[config.mk]
export PLATFORM = sky130hd
export DESIGN_NAME = i2c_bus_sched
export DESIGN_NICKNAME = d
export VERILOG_FILES = /design/src/rtl/i2c_sched_pkg.sv /design/src/rtl/i2c_sched_sync.sv /design/src/rtl/i2c_bus_sched.sv
export SDC_FILE = /design/constraint.sdc
export NUM_CORES = 1
export LEC_CHECK = 0
export BUFFER_PORTS_ARGS = -buffer_cell sky130_fd_sc_hd__buf_2
export CORE_ASPECT_RATIO = 1.75
export CORE_UTILIZATION = 54
export CTS_CLUSTER_DIAMETER = 150
export DETAILED_ROUTE_END_ITERATION = 16
export GPL_TIMING_DRIVEN = 0
export PLACE_DENSITY = 0.8
export SETUP_SLACK_MARGIN = 0.05
export SYNTH_ARGS = -nofsm -noshare
export SYNTH_HDL_FRONTEND = slang
export SYNTH_SLANG_ARGS = --single-unit
[constraint.sdc]
create_clock -name sys_clk -period 2.5 [get_ports sys_clk]
set_clock_uncertainty 0.05 [all_clocks]
set_input_delay 0.5 -clock sys_clk [delete_from_list [all_inputs] [get_ports sys_clk]]
set_output_delay 0.5 -clock sys_clk [all_outputs]
set_load 0.02 [all_outputs]
[src/rtl/i2c_sched_pkg.sv]
// Shared types for the I2C engine scheduler: FSM states, requester IDs and
// the request word handed to the engine.
package i2c_sched_pkg;

  typedef enum logic [2:0] {
    ST_IDLE  = 3'd0,
    ST_ISSUE = 3'd1,
    ST_BUSY  = 3'd2,
    ST_DONE  = 3'd3,
    ST_ERR   = 3'd4,
    ST_GAP   = 3'd5
  } state_e;

  typedef enum logic [1:0] {
    OWN_INIT = 2'd0,
    OWN_HOST = 2'd1,
    OWN_POLL = 2'd2
  } owner_e;

  localparam logic [31:0] TMP_PTR = 32'h0;

  // Engine-domain inputs that cross into sys_clk: ready and rd_valid.
  localparam int SYNC_W     = 2;
  localparam int SYNC_READY = 0;
  localparam int SYNC_RDV   = 1;

  typedef struct packed {
    logic        wr_rd;
    logic        eprom;
    logic [31:0] reg_in;
  } eng_req_t;

  // Poll reads the temperature pointer; init writes the config word.
  function automatic eng_req_t make_req(owner_e own, eng_req_t host_r,
                                        logic [31:0] cfg_word);
    eng_req_t r;
    r = '{wr_rd: 1'b1, eprom: 1'b0, reg_in: TMP_PTR};
    case (own)
      OWN_INIT: r = '{wr_rd: 1'b0, eprom: 1'b0, reg_in: cfg_word};
      OWN_HOST: r = host_r;
      default:  ;
    endcase
    return r;
  endfunction

endpackage

[src/rtl/i2c_sched_sync.sv]
// Multi-flop synchronizer for one slow-domain level, with edge detect on the
// synchronized value.
module i2c_sched_sync #(
  parameter int STAGES = 2
) (
  input  logic sys_clk,
  input  logic rst_n,
  input  logic d,
  output logic q,
  output logic rise,
  output logic fall
);

  logic [STAGES:0] pipe;

  always_ff @(posedge sys_clk or negedge rst_n) begin
    if (!rst_n) pipe <= '0;
    else        pipe <= {pipe[STAGES-1:0], d};
  end

  // pipe[STAGES] is the previous synchronized sample
  assign q    = pipe[STAGES-1];
  assign rise =  pipe[STAGES-1] & ~pipe[STAGES];
  assign fall = ~pipe[STAGES-1] &  pipe[STAGES];

endmodule

[src/rtl/i2c_bus_sched.sv]
// Fixed-priority scheduler for the shared I2C engine: init > host > poll,
// with start/ready handshake sequencing, watchdog and result routing.
module i2c_bus_sched
  import i2c_sched_pkg::*;
#(
  parameter logic [31:0] CFG_WORD    = 32'h0101_0160,
  parameter logic [19:0] TIMEOUT_CYC = 20'd400000,
  parameter logic [11:0] GAP_CYC     = 12'd2000
) (
  input  logic        sys_clk,
  input  logic        rst_n,
  input  logic        init_req,
  input  logic        host_req,
  input  logic        host_wr_rd,
  input  logic        host_eprom,
  input  logic [31:0] host_wdata,
  output logic        host_busy,
  output logic        host_done,
  output logic        host_err,
  output logic [15:0] host_rdata,
  output logic        host_drop,
  input  logic        poll_tick,
  input  logic        poll_inhibit,
  output logic [15:0] tmp_data,
  output logic        tmp_valid,
  output logic        eng_start,
  output logic        eng_wr_rd,
  output logic        eng_eprom,
  output logic [31:0] eng_reg_in,
  input  logic        eng_ready,
  input  logic        eng_rd_valid,
  input  logic [15:0] eng_rd_data
);

  state_e      state, state_nx;
  owner_e      owner, grant_own;
  eng_req_t    eng_q, host_q;
  logic        init_p, host_p, poll_p, any_p, grant;
  logic        got_data;
  logic [15:0] rd_buf;
  logic [19:0] cnt;
  logic        wd_exp, gap_end;
  logic        dlv_host, dlv_err, dlv_tmp;

  // ---- engine-domain synchronizers ----
  logic [SYNC_W-1:0] async_in, sync_q, sync_rise, sync_fall;
  logic              ready_s, ready_rise, ready_fall, rdv_rise;
  logic              unused_sync;

  assign async_in = {eng_rd_valid, eng_ready};

  for (genvar g = 0; g < SYNC_W; g++) begin : g_sync
    i2c_sched_sync #(.STAGES(2)) u_sync (
      .sys_clk (sys_clk),
      .rst_n   (rst_n),
      .d       (async_in[g]),
      .q       (sync_q[g]),
      .rise    (sync_rise[g]),
      .fall    (sync_fall[g])
    );
  end

  assign ready_s     = sync_q[SYNC_READY];
  assign ready_rise  = sync_rise[SYNC_READY];
  assign ready_fall  = sync_fall[SYNC_READY];
  assign rdv_rise    = sync_rise[SYNC_RDV];
  assign unused_sync = &{1'b0, sync_q[SYNC_RDV], sync_fall[SYNC_RDV]};

  // ---- arbitration ----
  always_comb begin
    grant_own = OWN_POLL;
    if (init_p)      grant_own = OWN_INIT;
    else if (host_p) grant_own = OWN_HOST;
  end

  assign any_p     = init_p | host_p | poll_p;
  assign grant     = (state == ST_IDLE) & any_p & ready_s;
  assign host_busy = host_p | ((owner == OWN_HOST) & (state != ST_IDLE));

  // A new request in the grant cycle wins, so the source stays queued.
  always_ff @(posedge sys_clk or negedge rst_n) begin
    if (!rst_n) begin
      init_p <= 1'b0;
      host_p <= 1'b0;
      poll_p <= 1'b0;
      host_q <= '0;
    end else begin
      if (init_req)                              init_p <= 1'b1;
      else if (grant && grant_own == OWN_INIT)   init_p <= 1'b0;

      if (host_req && !host_busy) begin
        host_p <= 1'b1;
        host_q <= '{wr_rd: host_wr_rd, eprom: host_eprom, reg_in: host_wdata};
      end else if (grant && grant_own == OWN_HOST) begin
        host_p <= 1'b0;
      end

      if (poll_tick && !poll_inhibit)            poll_p <= 1'b1;
      else if (grant && grant_own == OWN_POLL)   poll_p <= 1'b0;
    end
  end

  // ---- FSM: state register ----
  always_ff @(posedge sys_clk or negedge rst_n) begin
    if (!rst_n) state <= ST_IDLE;
    else        state <= state_nx;
  end

  // Shared counter: watchdog in ISSUE/BUSY, gap length in GAP.
  always_ff @(posedge sys_clk or negedge rst_n) begin
    if (!rst_n)                 cnt <= '0;
    else if (state_nx != state) cnt <= '0;
    else if (state != ST_IDLE)  cnt <= cnt + 20'd1;
  end

  assign wd_exp  = ((state == ST_ISSUE) || (state == ST_BUSY)) &&
                   (cnt == TIMEOUT_CYC - 20'd1);
  assign gap_end = (cnt == {8'd0, GAP_CYC} - 20'd1);

  // ---- FSM: next state ----
  always_comb begin
    state_nx = state;
    case (state)
      ST_IDLE:  if (grant) state_nx = ST_ISSUE;
      ST_ISSUE: begin
        if (ready_fall)  state_nx = ST_BUSY;
        else if (wd_exp) state_nx = ST_ERR;
      end
      ST_BUSY: begin
        if (ready_rise)  state_nx = ST_DONE;
        else if (wd_exp) state_nx = ST_ERR;
      end
      ST_DONE:  state_nx = ST_GAP;
      ST_ERR:   state_nx = ST_GAP;
      ST_GAP:   if (gap_end) state_nx = ST_IDLE;
      default:  state_nx = ST_IDLE;
    endcase
  end

  // ---- FSM: outputs ----
  always_comb begin
    eng_start = 1'b0;
    dlv_host  = 1'b0;
    dlv_err   = 1'b0;
    dlv_tmp   = 1'b0;
    case (state)
      ST_ISSUE: eng_start = 1'b1;
      ST_DONE: begin
        dlv_host = (owner == OWN_HOST);
        dlv_err  = eng_q.wr_rd & ~got_data;
        dlv_tmp  = (owner == OWN_POLL) & eng_q.wr_rd & got_data;
      end
      ST_ERR: begin
        dlv_host = (owner == OWN_HOST);
        dlv_err  = 1'b1;
      end
      default: ;
    endcase
  end

  // ---- transaction datapath ----
  always_ff @(posedge sys_clk or negedge rst_n) begin
    if (!rst_n) begin
      owner    <= OWN_INIT;
      eng_q    <= '0;
      got_data <= 1'b0;
      rd_buf   <= '0;
    end else if (grant) begin
      owner    <= grant_own;
      eng_q    <= make_req(grant_own, host_q, CFG_WORD);
      got_data <= 1'b0;
    end else if (state == ST_BUSY && rdv_rise) begin
      // rd_data is held stable while rd_valid is high, so sampling late is safe
      rd_buf   <= eng_rd_data;
      got_data <= 1'b1;
    end
  end

  assign eng_wr_rd  = eng_q.wr_rd;
  assign eng_eprom  = eng_q.eprom;
  assign eng_reg_in = eng_q.reg_in;

  // ---- result delivery ----
  always_ff @(posedge sys_clk or negedge rst_n) begin
    if (!rst_n) begin
      host_done  <= 1'b0;
      host_err   <= 1'b0;
      host_rdata <= '0;
      host_drop  <= 1'b0;
      tmp_valid  <= 1'b0;
      tmp_data   <= '0;
    end else begin
      host_done  <= dlv_host;
      host_err   <= dlv_host & dlv_err;
      host_rdata <= (dlv_host && !dlv_err && eng_q.wr_rd) ? rd_buf : '0;
      host_drop  <= host_req & host_busy;
      tmp_valid  <= dlv_tmp;
      if (dlv_tmp) tmp_data <= rd_buf;
    end
  end

endmodule
### Word level (Yosys, flattened, before mapping)

Index checks and enable logic that the tools add are counted.
W data, S select, Z words.

* bits in registers: 155
* input port bits: 58
* output and inout bits: 72
* word-level logic and storage cells: 101

* $add $sub $neg: 1
* eq/ne operators: 12
* mux-type cells: 24
* bitwise logic cells: 19
* reduce and logical (&&, ||, !) cells: 23

Operator list (number)
* $pmux W34 S2: 1
* $mux W20: 2
* $add A20 B1 Y20 const B: 1
* $eq A20 B11 Y1 const B: 1
* $eq A20 B19 Y1 const B: 1
* $mux W16: 1
* $mux W3: 5
* $pmux W3 S5: 1
* $and A1 B1 Y1: 11
* $mux W1: 11
* $reduce_bool A2 Y1: 5
* $logic_and A1 B1 Y1: 9
* $eq A3 B2 Y1 const B: 2
* $eq A3 B3 Y1 const B: 2
* $not A1 Y1: 5
* $eq A2 B1 Y1 const B: 2
* $eq A2 B2 Y1 const B: 2
* $mux W2: 2
* $eq A3 B1 Y1 const B: 1
* $logic_not A1 Y1: 3
* $logic_not A3 Y1: 1
* $ne A3 B3 Y1: 1
* $or A1 B1 Y1: 3
* $reduce_bool A3 Y1: 1
* other kinds (5): 5

### Depth between registers and ports, before layout

Gate-level depths: netlist (run 1).

* depth after elaboration: 8
* mapped depth: 8
* depth with buffers taken out: 6

### Hierarchy

From an unflattened synthesis (run 1), not the netlist that was laid out.

* cells, all modules: 452
* area, all modules: 6128.4 um2

By module, submodules not included
* i2c_bus_sched: instances 1, cells an instance 442, area an instance 5948.2 um2, sequential area each 3728.6 um2
* i2c_sched_sync: instances 2, cells an instance 5, area an instance 90.1 um2, sequential area each 75.1 um2

### Worst setup path after synthesis (run 1)

No wires, ideal clock.

* kind: register -> register
* start: reg cnt[16]
* end: reg cnt[10]
* setup time: 0.125 ns
* arrival: 1.794 ns
* required time: 2.325 ns
* slack: 0.531 ns
* cell stages (with the launch flop): 8
* path buffers: 2
* clock period less this slack: 1.969 ns
* cells stage by stage: dfrtp_1 or4_4 nor4_2 a2111o_1 and3_1 buf_6 buf_8 nor3_1

* cells in the longest elaborated chain, start to end: 7
* elaborated cells between the ends (all ways): 11
* classes of those cells: 3 x eq/ne; 6 x mux; 2 x reduce/logical

RTL lines
* from (decl): line i2c_bus_sched.sv:41 `logic [19:0] cnt;`
* from (signal assigned): line i2c_bus_sched.sv:113 `else if (state != ST_IDLE) cnt <= cnt + 20'd1;`
* $eq A20 B19 Y1: line i2c_bus_sched.sv:117 `(cnt == TIMEOUT_CYC - 20'd1);`
* $logic_and A1 B1 Y1: line i2c_bus_sched.sv:116 `assign wd_exp = ((state == ST_ISSUE) || (state == ST_BUSY)) &&`
* $mux W3: line i2c_bus_sched.sv:127, i2c_bus_sched.sv:131
* $mux W3 (on tied branches): line i2c_bus_sched.sv:130, i2c_bus_sched.sv:126
* $pmux W3 S5 (*): line i2c_bus_sched.sv:123 `case (state)`
* $ne A3 B3 Y1 (*): line i2c_bus_sched.sv:112 `else if (state_nx != state) cnt <= '0;`
* $mux W20 / $reduce_bool A2 Y1 (equally long branches)

Mark *: on every way between the ends. The rest lies on a longest branch, timed or not.
A chain may end at the register's enable or synchronous reset.

### Worst setup path in the final report (run 1)

* start: reg state[0]
* end: out host_busy

* cells in the longest elaborated chain, start to end: 3

RTL lines
* from (decl): line i2c_bus_sched.sv:35 `state_e state, state_nx;`
* from (signal assigned): line i2c_bus_sched.sv:106 `else state <= state_nx;`
* $reduce_bool A3 Y1: line i2c_bus_sched.sv:78 `assign host_busy = host_p | ((owner == OWN_HOST) & (state != ST_IDLE));`
* $and A1 B1 Y1: line i2c_bus_sched.sv:78
* $or A1 B1 Y1: line i2c_bus_sched.sv:78
* to (decl): line i2c_bus_sched.sv:17 `output logic host_busy,`

No other way between the ends.

==> flow_metrics.env, run 1 <==
export IMPL_grt_overflow=0
export IMPL_area_growth_pct=23.66
export IMPL_crit_required_ps=1950
export IMPL_vdd_drop_max_mv=0.7506
export IMPL_htreeDepth=4
export IMPL_cts_buffers=17
export IMPL_max_slew_margin_rel=0.4480
export IMPL_yosys_warnings=0
export IMPL_worst_slew_pin_slew_ps=828.0
export IMPL_ys_ff_latch=155
export IMPL_vias=4200
export IMPL_yosysMostFrequentCell="dfrtp_1"
export IMPL_timing_final_crit_share=0.9705
export IMPL_io_pin_count=130
export IMPL_synth_nets=518
export IMPL_ys_types=51
export IMPL_p_per_area_mw_per_mm2=1095
export IMPL_wire_per_inst_microns=17.01
export IMPL_clkSinkCount=155
export IMPL_start_util=0.5506
export IMPL_syn_avg_cell_area_sq_um=13.32
export IMPL_power_leakage_nw=3.829
export IMPL_drive_above_1_share=0.4074
export IMPL_rows=51
export IMPL_fp_dieH_microns=142.8
export IMPL_wirelength_microns=12810
export IMPL_grt_pass1_vias=4317
export IMPL_cts_tree="built"
export IMPL_max_freq_mhz=412.1
export IMPL_max_stage_delay_ps=420
export IMPL_cap_violations=0
export IMPL_hold_path_class="in2async"
export IMPL_nets=667
export IMPL_grt_usage=0.2341
export IMPL_antenna_found_initial=0
export IMPL_worstSetupPathType="reg2out"
export IMPL_netlist_instances=459
export IMPL_critical_path_slowest_cell="dfrtp_1"
export IMPL_drc=0
export IMPL_numPortBuffers=129
export IMPL_synth_edff_count=0
export IMPL_rsz0062_at_grt="yes"
export IMPL_gp_congestion=0.8282
export IMPL_crit_fanout=10
export IMPL_n_antenna_cell=0
export IMPL_netlist_area_sq_mm=0.006113
export IMPL_via_per_inst=5.578
export IMPL_async_reset_ff_frac=1.000
export IMPL_dpl_hpwl_microns=8957
export IMPL_ys_seq_area_frac=0.6345
export IMPL_synth_ff_type="dfrtp_1"
export IMPL_cp_cell_sequence="buf_2, nor3_4, nor2_1, nor2_2, inv_1, buf_2"
export IMPL_crit_path_start_kind="register"
export IMPL_post_cts_buffers=0
export IMPL_die_width_microns=82.43
export IMPL_clkSlewWorstSetupHoldPaths_ps=70
export IMPL_crit_family="simple AND/OR/NAND/NOR gates"
export IMPL_instances_no_fill=753
export IMPL_core_area_sq_mm=0.01110
export IMPL_setup_viol=0
export IMPL_placed_cells=721
export IMPL_grt_max_degree=94
export IMPL_synth_top_cell_area_share=0.6345
export IMPL_dr_first_iter_drc_count=228
export IMPL_hold_viol_final=0
export IMPL_grt_pass1_wl_microns=20480
export IMPL_dieArea_sq_mm=0.01177
export IMPL_synth_top_cell_by_area="dfrtp_1"
export IMPL_synth_area_leaders="dfrtp_1 (63%), mux2_2 (12%), a22o_1 (4.0%)"
export IMPL_clockBufferDepth=2
export IMPL_cp_common_cell="buf_2"
export IMPL_arrival_ps=1880
export IMPL_worstSetupEndpointType="primary output"
export IMPL_synthTopCellsByCount="dfrtp_1 (155), mux2_2 (66), a22o_1 (28), nor2_1 (21), nor3_1 (21)"
export IMPL_total_power_mw=8.280
export IMPL_ant_nets=0
export IMPL_clock_latency_ps=420
export IMPL_status="finished, final reports clean"
export IMPL_drt_first_pass_iters=4
export IMPL_maxSlewViolCount=0
export IMPL_min_period_ps=2426
export IMPL_root_buffer="clkbuf_16"
export IMPL_path_buf_inv=3
## cells by family after synthesis
family	after synthesis	synth area share
compound gates	60	0.07286
xor+xnor	19	0.02722
fa+ha+maj	1	0.002046
buf+inv	35	0.02947
flops	155	0.6345
mux	67	0.1232
simple gates	122	0.1107
## per-layer routing
metal / vias to the layer above / GRT usage / share of wire
met5: - / 0 / 0
met4: 0 / 0.08957 / 0.019
met3: 22 / 0.06006 / 0.051
met2: 145 / 0.4110 / 0.55
met1: 2118 / 0.2652 / 0.38
li1: 1915 / - / -
## state kept, by name, indices dropped and copies added (netlist names), 2 cells and up
signal / cells
cnt: 20
eng_reg_in: 32
g_sync.u_sync.pipe: 6
host_q: 34
host_rdata: 16
owner: 2
rd_buf: 16
state: 3
tmp_data: 16
## cells in the final DEF (no fill, tap or decap), types with 2 or more instances in the layout
master	count
a21oi_1	8
and3_1	3
or3_1	2
nor3_1	21
nand2_1	16
clkinv_2	3
mux2_2	66
xnor2_1	11
nand2b_1	6
a22o_1	28
and2_1	16
nand3_1	10
o21ai_0	9
inv_6	5
a21o_1	5
o22ai_1	2
nor4_2	2
nand4_1	4
or4bb_1	2
bufinv_16	2
inv_8	2
dfrtp_1	155
nor2_1	20
inv_1	9
buf_6	3
clkbuf_16	17
clkbuf_1	6
nor2b_1	4
nor4_1	3
xor2_1	8
buf_2	143
buf_1	2
## worst register-to-register path, stage by stage, from the launching register on
cell and delay, ps:
dfrtp_1 420, buf_2 210, nor3_4 310, nand3_1 180, nor3_1 320, buf_2 300
buf_2 280, a22o_1 170
## cell type report
| cell class | count | area, sq um |
|---|---|---|
| buffer | 26 | 146.4 |
| clock buffer | 18 | 429.2 |
| clock inverter | 14 | 157.7 |
| fill | 820 | 3543 |
| inverter | 9 | 33.78 |
| multi-input combinational | 269 | 2069 |
| sequential | 155 | 3879 |
| tap | 132 | 165.2 |
| timing repair buffer | 130 | 679.4 |
## worst paths after layout
| kind | slack, ps | depth (start not counted) | from | to |
|---|---|---|---|---|
| max | 70 | 6 | state[0] | host_busy |
| min | 110 | 1 | rst_n | host_drop |
| max reg2reg | 200 | 7 | state[0] | eng_reg_in[11] |
| min reg2reg | 300 | 0 | g_sync[0].u_sync.pipe[0] | g_sync[0].u_sync.pipe[1] |
| max in group asynchronous | 1510 | 2 | rst_n | host_rdata[6] |
| min in group sys_clk | 130 | 1 | eng_ready | g_sync[0].u_sync.pipe[0] |
## metrics by stage
step                hold slack [ps]  worst slack [ps]  area, sq um  TNS [ps]  utilization
finish                        109.2             73.64         7560         0       0.6809
global route                  127.9            -33.62         7560    -33.62       0.6809
CTS                           122.1             65.84         7553         0       0.6803
detailed placement            287.9             95.84         6958         0       0.6267
global placement              286.8             -1177         6924   -180890       0.6236
floorplan                     154.4             531.2         6113         0            -
## power breakdown
| part | total, mW | internal, mW | switching, mW |
|---|---|---|---|
| sequential | 3.59 | 3.19 | 0.399 |
| combinational | 2.13 | 0.949 | 1.18 |
| clock | 2.56 | 1.49 | 1.06 |
## repair_timing
action	in CTS	in global routing
gates cloned	0	0
setup endpoints to repair	1	3
hold buffers	0	0
gates resized for setup	2	1
pin swaps	0	1
Note: power is estimated with default switching activity, not from simulation.
==> inputs of run 2 (changes only) <==
Settings changed: SETUP_SLACK_MARGIN 0.05 to 0.15.
==> run 2 against run 1 <==
  * Final area increased by 0.20%
  * Combinational power about the same
  * Hold slack got worse by 1.6 ps
  * Global-route usage increased by 0.070 points
  * Core utilization increased by 0.14 points
  * Maximum frequency increased by 7.4%
  * Largest power group unchanged
==> flow_metrics.env, run 2 (same netlist as run 1, synthesis figures left out) <==
export IMPL_hold_path_class="in2async"
export IMPL_setup_viol=0
export IMPL_worst_slew_pin_slew_ps=831.4
export IMPL_dieArea_sq_mm=0.01177
export IMPL_fp_dieH_microns=142.8
export IMPL_gp_congestion=0.8282
export IMPL_crit_path_start_kind="register"
export IMPL_worstSetupPathType="reg2out"
export IMPL_critical_path_slowest_cell="dfrtp_1"
export IMPL_p_int_mw=5.655
export IMPL_clock_latency_ps=420
export IMPL_die_width_microns=82.43
export IMPL_vias=4193
export IMPL_whs_ps=107.6
export IMPL_status="finished, final reports clean"
export IMPL_antenna_found_initial=0
export IMPL_setup_tns_final_ps=0
export IMPL_min_period_ps=2259
export IMPL_area_growth_pct=23.90
export IMPL_comb_power_share=0.260
export IMPL_drive_above_1_share=0.4093
export IMPL_p_per_area_mw_per_mm2=1096
export IMPL_vdd_drop_max_mv=0.7510
export IMPL_hold_viol_final=0
export IMPL_grt_pass1_wl_microns=20530
export IMPL_crit_fanout=10
export IMPL_place_area_sq_mm=0.006958
export IMPL_clkSlewWorstSetupHoldPaths_ps=60
export IMPL_dpl_worst_slack_ps=95.84
export IMPL_timing_rr_start="state[0]"
export IMPL_grt_pass1_vias=4329
export IMPL_power_leakage_nw=3.840
export IMPL_layout_commonest_cell="dfrtp_1"
export IMPL_sw_frac_of_total=0.3186
export IMPL_rows=51
export IMPL_power_share_clock=0.307
export IMPL_io_pin_count=130
export IMPL_regMostFlops="host_q"
export IMPL_p_switching_mw=2.644
export IMPL_p_seq_frac=0.433
export IMPL_wire_per_inst_microns=17.01
export IMPL_cp_common_cell="buf_2"
export IMPL_most_common_layout_cells="dfrtp_1 (155), buf_2 (143), mux2_2 (66)"
export IMPL_nets=669
export IMPL_core_area_sq_mm=0.01110
export IMPL_maxSlewViolCount=0
export IMPL_cts_tree="built"
export IMPL_dpl_hpwl_microns=8957
export IMPL_drc=0
export IMPL_max_freq_mhz=442.7
export IMPL_clkSinkCount=155
export IMPL_ant_nets=0
export IMPL_cts_buffers=17
export IMPL_numPortBuffers=129
export IMPL_wirelength_microns=12840
export IMPL_cap_violations=0
export IMPL_root_buffer="clkbuf_16"
export IMPL_holdBufCountCts=0
export IMPL_grt_max_degree=94
export IMPL_via_per_inst=5.554
export IMPL_grt_usage=0.2348
export IMPL_max_stage_delay_ps=420
export IMPL_max_slew_margin_rel=0.4457
export IMPL_startpoint="state[0]"
export IMPL_largest_register_ffs=34
export IMPL_worstSetupEndpointType="primary output"
export IMPL_clockBufferDepth=2
export IMPL_arrival_ps=1710
export IMPL_n_antenna_cell=0
export IMPL_grt_overflow=0
export IMPL_crit_required_ps=1950
export IMPL_start_util=0.5506
export IMPL_timing_final_crit_share=0.9035
export IMPL_dr_first_iter_drc_count=247
export IMPL_final_area_sq_mm=0.007575
export IMPL_cp_cell_sequence="buf_2, nor3_4, nor2_1, nor2_2, inv_1, buf_2"
export IMPL_rsz0062_at_grt="yes"
export IMPL_nFillCells=820
export IMPL_worst_slack_ps=241.2
export IMPL_htreeDepth=4
export IMPL_drt_first_pass_iters=4
[run 2: routing by layer]
layer,up-vias,GRT usage,share of wire
li1,1918,-,-
met1,2108,0.2666,0.38
met2,142,0.4119,0.55
met3,25,0.06006,0.052
met4,0,0.08957,0.019
met5,-,0,0
[run 2: timing repair]
item,CTS,global route
pin swaps,1,1
gates resized for setup,3,0
buffers inserted,1,1
endpoints found under the setup margin,12,7
hold endpoints to repair,0,0
[run 2: through the flow]
step,util,power (mW),cells
5_1_grt,0.6822,8.694,755
3_3_place_gp,0.6236,5.598,720
6_report,0.6822,8.299,755
4_1_cts,0.6815,8.342,754
2_1_floorplan,-,5.011,459
3_5_place_dp,0.6267,5.741,721
[run 2: layout make-up]
| cell class | count | area (sq um) | area share |
|---|---|---|---|
| clock buffers | 18 | 429.2 | 0.05666 |
| plain buffers | 26 | 146.4 | 0.01933 |
| clock inverters | 14 | 157.7 | 0.02081 |
| inverters | 9 | 33.78 | 0.004460 |
| repair buffers | 132 | 694.4 | 0.09167 |
| multi-input cells | 269 | 2069 | 0.2732 |
| well taps | 132 | 165.2 | 0.02180 |
| flip-flops and latches | 155 | 3879 | 0.5121 |
[run 2: worst paths after layout]
| check | end | slack [ps] | cells past startpoint |
|---|---|---|---|
| worst max-delay path | host_busy | 240 | 6 |
| worst min-delay path | host_drop | 110 | 1 |
| worst max register to register | rd_buf[7] | 260 | 6 |
| worst min register to register | g_sync[1].u_sync.pipe[1] | 300 | 0 |
| max in group asynchronous | host_rdata[6] | 1520 | 2 |
| min in group sys_clk | g_sync[0].u_sync.pipe[0] | 130 | 1 |
[run 2: power groups by stage]
stage,clock (mW),combinational (mW),sequential [mW]
after floorplan,0,1.23,3.78
after global placement,0,2.03,3.57
after detailed placement,0,2.12,3.62
after CTS,2.59,2.17,3.59
after global routing,2.69,2.33,3.67
final,2.55,2.15,3.59
[run 2: worst max-delay path, delay by kind of cell, from the launching register on]
kind                   cells  cell delay (ps)
AND/OR/NAND/NOR            3              450
flip-flops                 1              420
buffers and inverters      3              410
==> inputs of run 3 (changes only) <==
Settings changed: ABC_AREA set to 1.
==> run 3 against run 2 <==
  * Sequential power decreased by 3%
  * Wire length rose by 0.68%
  * Largest power group unchanged
  * Hold slack worse by 52 ps
  * Critical endpoint unchanged
  * Core utilization is 0.25 points higher
  * Largest cell class unchanged
  * Synthesized cell count up 26%
  * Die area grew 1.7%
==> flow_metrics.env, run 3 <==
export IMPL_status="finished, final reports clean"
export IMPL_yosys_warnings=0
export IMPL_synth_top_cell_area_share=0.6234
export IMPL_synth_nets=637
export IMPL_regMostFlops="host_q"
export IMPL_drt_first_pass_iters=4
export IMPL_ys_seq_area_frac=0.6234
export IMPL_worst_slew_pin_slew_ps=670.8
export IMPL_ant_nets=0
export IMPL_start_util=0.5572
export IMPL_hold_viol_final=0
export IMPL_cts_resized=0
export IMPL_grt_pass1_vias=4831
export IMPL_clkSlewWorstSetupHoldPaths_ps=60
export IMPL_synth_edff_count=0
export IMPL_arrival_ps=1620
export IMPL_synth_ff_type="dfrtp_1"
export IMPL_most_common_layout_cells="dfrtp_1 (155), buf_2 (134), nand2_1 (73)"
export IMPL_fp_dieH_microns=144
export IMPL_wire_per_inst_microns=14.85
export IMPL_setup_tns_final_ps=0
export IMPL_root_buffer="clkbuf_16"
export IMPL_area_growth_pct=22.88
export IMPL_nets=786
export IMPL_drc=0
export IMPL_gp_congestion=0.8486
export IMPL_synthTopCellsByCount="dfrtp_1 (155), nand2_1 (73), inv_1 (66), nor2_1 (60), o21ai_0 (30)"
export IMPL_numPortBuffers=129
export IMPL_clock_latency_ps=420
export IMPL_wirelength_microns=12930
export IMPL_cts_buffers=17
export IMPL_worstSetupPathType="reg2out"
export IMPL_core_area_sq_mm=0.01117
export IMPL_holdBufCountCts=0
export IMPL_via_per_inst=5.206
export IMPL_dieArea_sq_mm=0.01197
export IMPL_hold_path_class="in2async"
export IMPL_grt_overflow=0
export IMPL_crit_fanout=7
export IMPL_p_per_area_mw_per_mm2=1052
export IMPL_n_antenna_cell=0
export IMPL_crit_required_ps=1950
export IMPL_synth_area_leaders="dfrtp_1 (62%), nand2_1 (4.4%), mux2_2 (4.2%)"
export IMPL_vias=4534
export IMPL_rows=51
export IMPL_whs_ps=55.35
export IMPL_drive_above_1_share=0.3234
export IMPL_netlist_instances=578
export IMPL_grt_max_degree=81
export IMPL_layout_commonest_cell="dfrtp_1"
export IMPL_vdd_drop_max_mv=0.7520
export IMPL_synth_top_cell_by_area="dfrtp_1"
export IMPL_syn_avg_cell_area_sq_um=10.77
export IMPL_clkSinkCount=155
export IMPL_yosysMostFrequentCell="dfrtp_1"
export IMPL_largest_register_ffs=34
export IMPL_max_slew_margin_rel=0.5528
export IMPL_power_leakage_nw=4.001
export IMPL_grt_usage=0.2326
export IMPL_htreeDepth=4
export IMPL_cts_tree="built"
export IMPL_post_cts_buffers=0
export IMPL_setup_viol=0
export IMPL_nFillCells=810
export IMPL_rsz0062_at_grt="no"
export IMPL_grt_pass1_wl_microns=21910
export IMPL_antenna_found_initial=0
export IMPL_worstSetupEndpointType="primary output"
export IMPL_max_freq_mhz=460.0
export IMPL_crit_path_start_kind="register"
export IMPL_ys_ff_latch=155
export IMPL_dpl_hpwl_microns=9452
export IMPL_maxSlewViolCount=0
export IMPL_clockBufferDepth=2
export IMPL_die_width_microns=83.15
export IMPL_dr_first_iter_drc_count=226
export IMPL_timing_final_crit_share=0.8695
export IMPL_min_period_ps=2174
export IMPL_netlist_area_sq_mm=0.006222
export IMPL_io_pin_count=130
export IMPL_ys_types=36
export IMPL_cap_violations=0
export IMPL_async_reset_ff_frac=1.000
## run 3: cell types whose count changed after synthesis, moves of 6 or more
| cell | previous run | this run |
|---|---|---|
| a21oi_1 | 8 | 27 |
| and2_1 | 16 | 0 |
| buf_2 | 15 | 6 |
| inv_1 | 9 | 66 |
| mux2_1 | 0 | 6 |
| mux2_2 | 66 | 23 |
| nand2_1 | 16 | 73 |
| nand2b_1 | 6 | 0 |
| nor2_1 | 21 | 60 |
| nor2_2 | 0 | 23 |
| nor3_1 | 21 | 7 |
| o21ai_0 | 9 | 30 |
| xnor2_1 | 11 | 2 |
## run 3: critical path: stages (launching register included)
cell and delay, ps:
dfrtp_1 460, nor2_2 230, nand2_4 140, nand3_1 150, nand2_1 70, buf_2 160
## run 3: cell families (layout without fill, tap and decap cells)
| kind of cell | after synthesis | after routing | share of synthesized area |
|---|---|---|---|
| adders and majority gates | 1 | 1 | 0.002011 |
| and+or+nand+nor | 202 | 202 | 0.1556 |
| xor gates and xnor gates | 11 | 11 | 0.01548 |
| AOI/OAI and AO/OA | 89 | 89 | 0.08787 |
| buffers and inverters | 90 | 251 | 0.06153 |
| muxes | 30 | 30 | 0.05409 |
| DFF | 155 | 155 | 0.6234 |
## run 3: worst paths after layout
kind	startpoint	endpoint	slack [ps]	depth (start not counted)
min reg2reg	g_sync[0].u_sync.pipe[0]	g_sync[0].u_sync.pipe[1]	300	0
max	state[1]	host_busy	330	5
min in group sys_clk	eng_rd_valid	g_sync[1].u_sync.pipe[0]	140	1
max reg2reg	cnt[1]	cnt[9]	610	13
min	rst_n	host_q[10]	60	1
max in group asynchronous	rst_n	g_sync[0].u_sync.pipe[0]	1520	2
## run 3: layer usage
layer | global-route usage | up-vias | part of all wire
li1 | - | 2160 | -
met1 | 0.2500 | 2229 | 0.37
met2 | 0.4374 | 122 | 0.56
met3 | 0.05194 | 23 | 0.047
met4 | 0.09710 | 0 | 0.019
met5 | 0 | - | 0
## run 3: layout make-up
class | instances | area [sq um] | area share
well taps | 132 | 165.2 | 0.02160
repair buffers | 130 | 679.4 | 0.08886
flip-flops and latches | 155 | 3879 | 0.5073
clock inverters | 10 | 108.9 | 0.01424
multi-input cells | 333 | 1961 | 0.2564
inverters | 71 | 266.5 | 0.03486
plain buffers | 19 | 116.4 | 0.01522
clock buffers | 21 | 470.5 | 0.06153
## run 3: metrics by stage
stage	util	cells	cell area (sq um)	setup WS, ps	power (mW)
floorplan	-	578	6222	871.3	4.929
global placement	0.6298	839	7033	-1151	5.468
detailed placement	0.6328	840	7067	631.8	5.602
CTS	0.6847	871	7646	321.4	8.112
global route	0.6847	871	7646	271.8	8.454
finish	0.6847	871	7646	326.2	8.046
## run 3: power breakdown
group	switching, mW	total, mW	leakage [nW]	internal (mW)
logic	1.27	2.06	1.74	0.788
registers	0.326	3.49	1.98	3.17
clock network	1.03	2.49	0.279	1.46
total	2.63	8.05	4.00	5.42
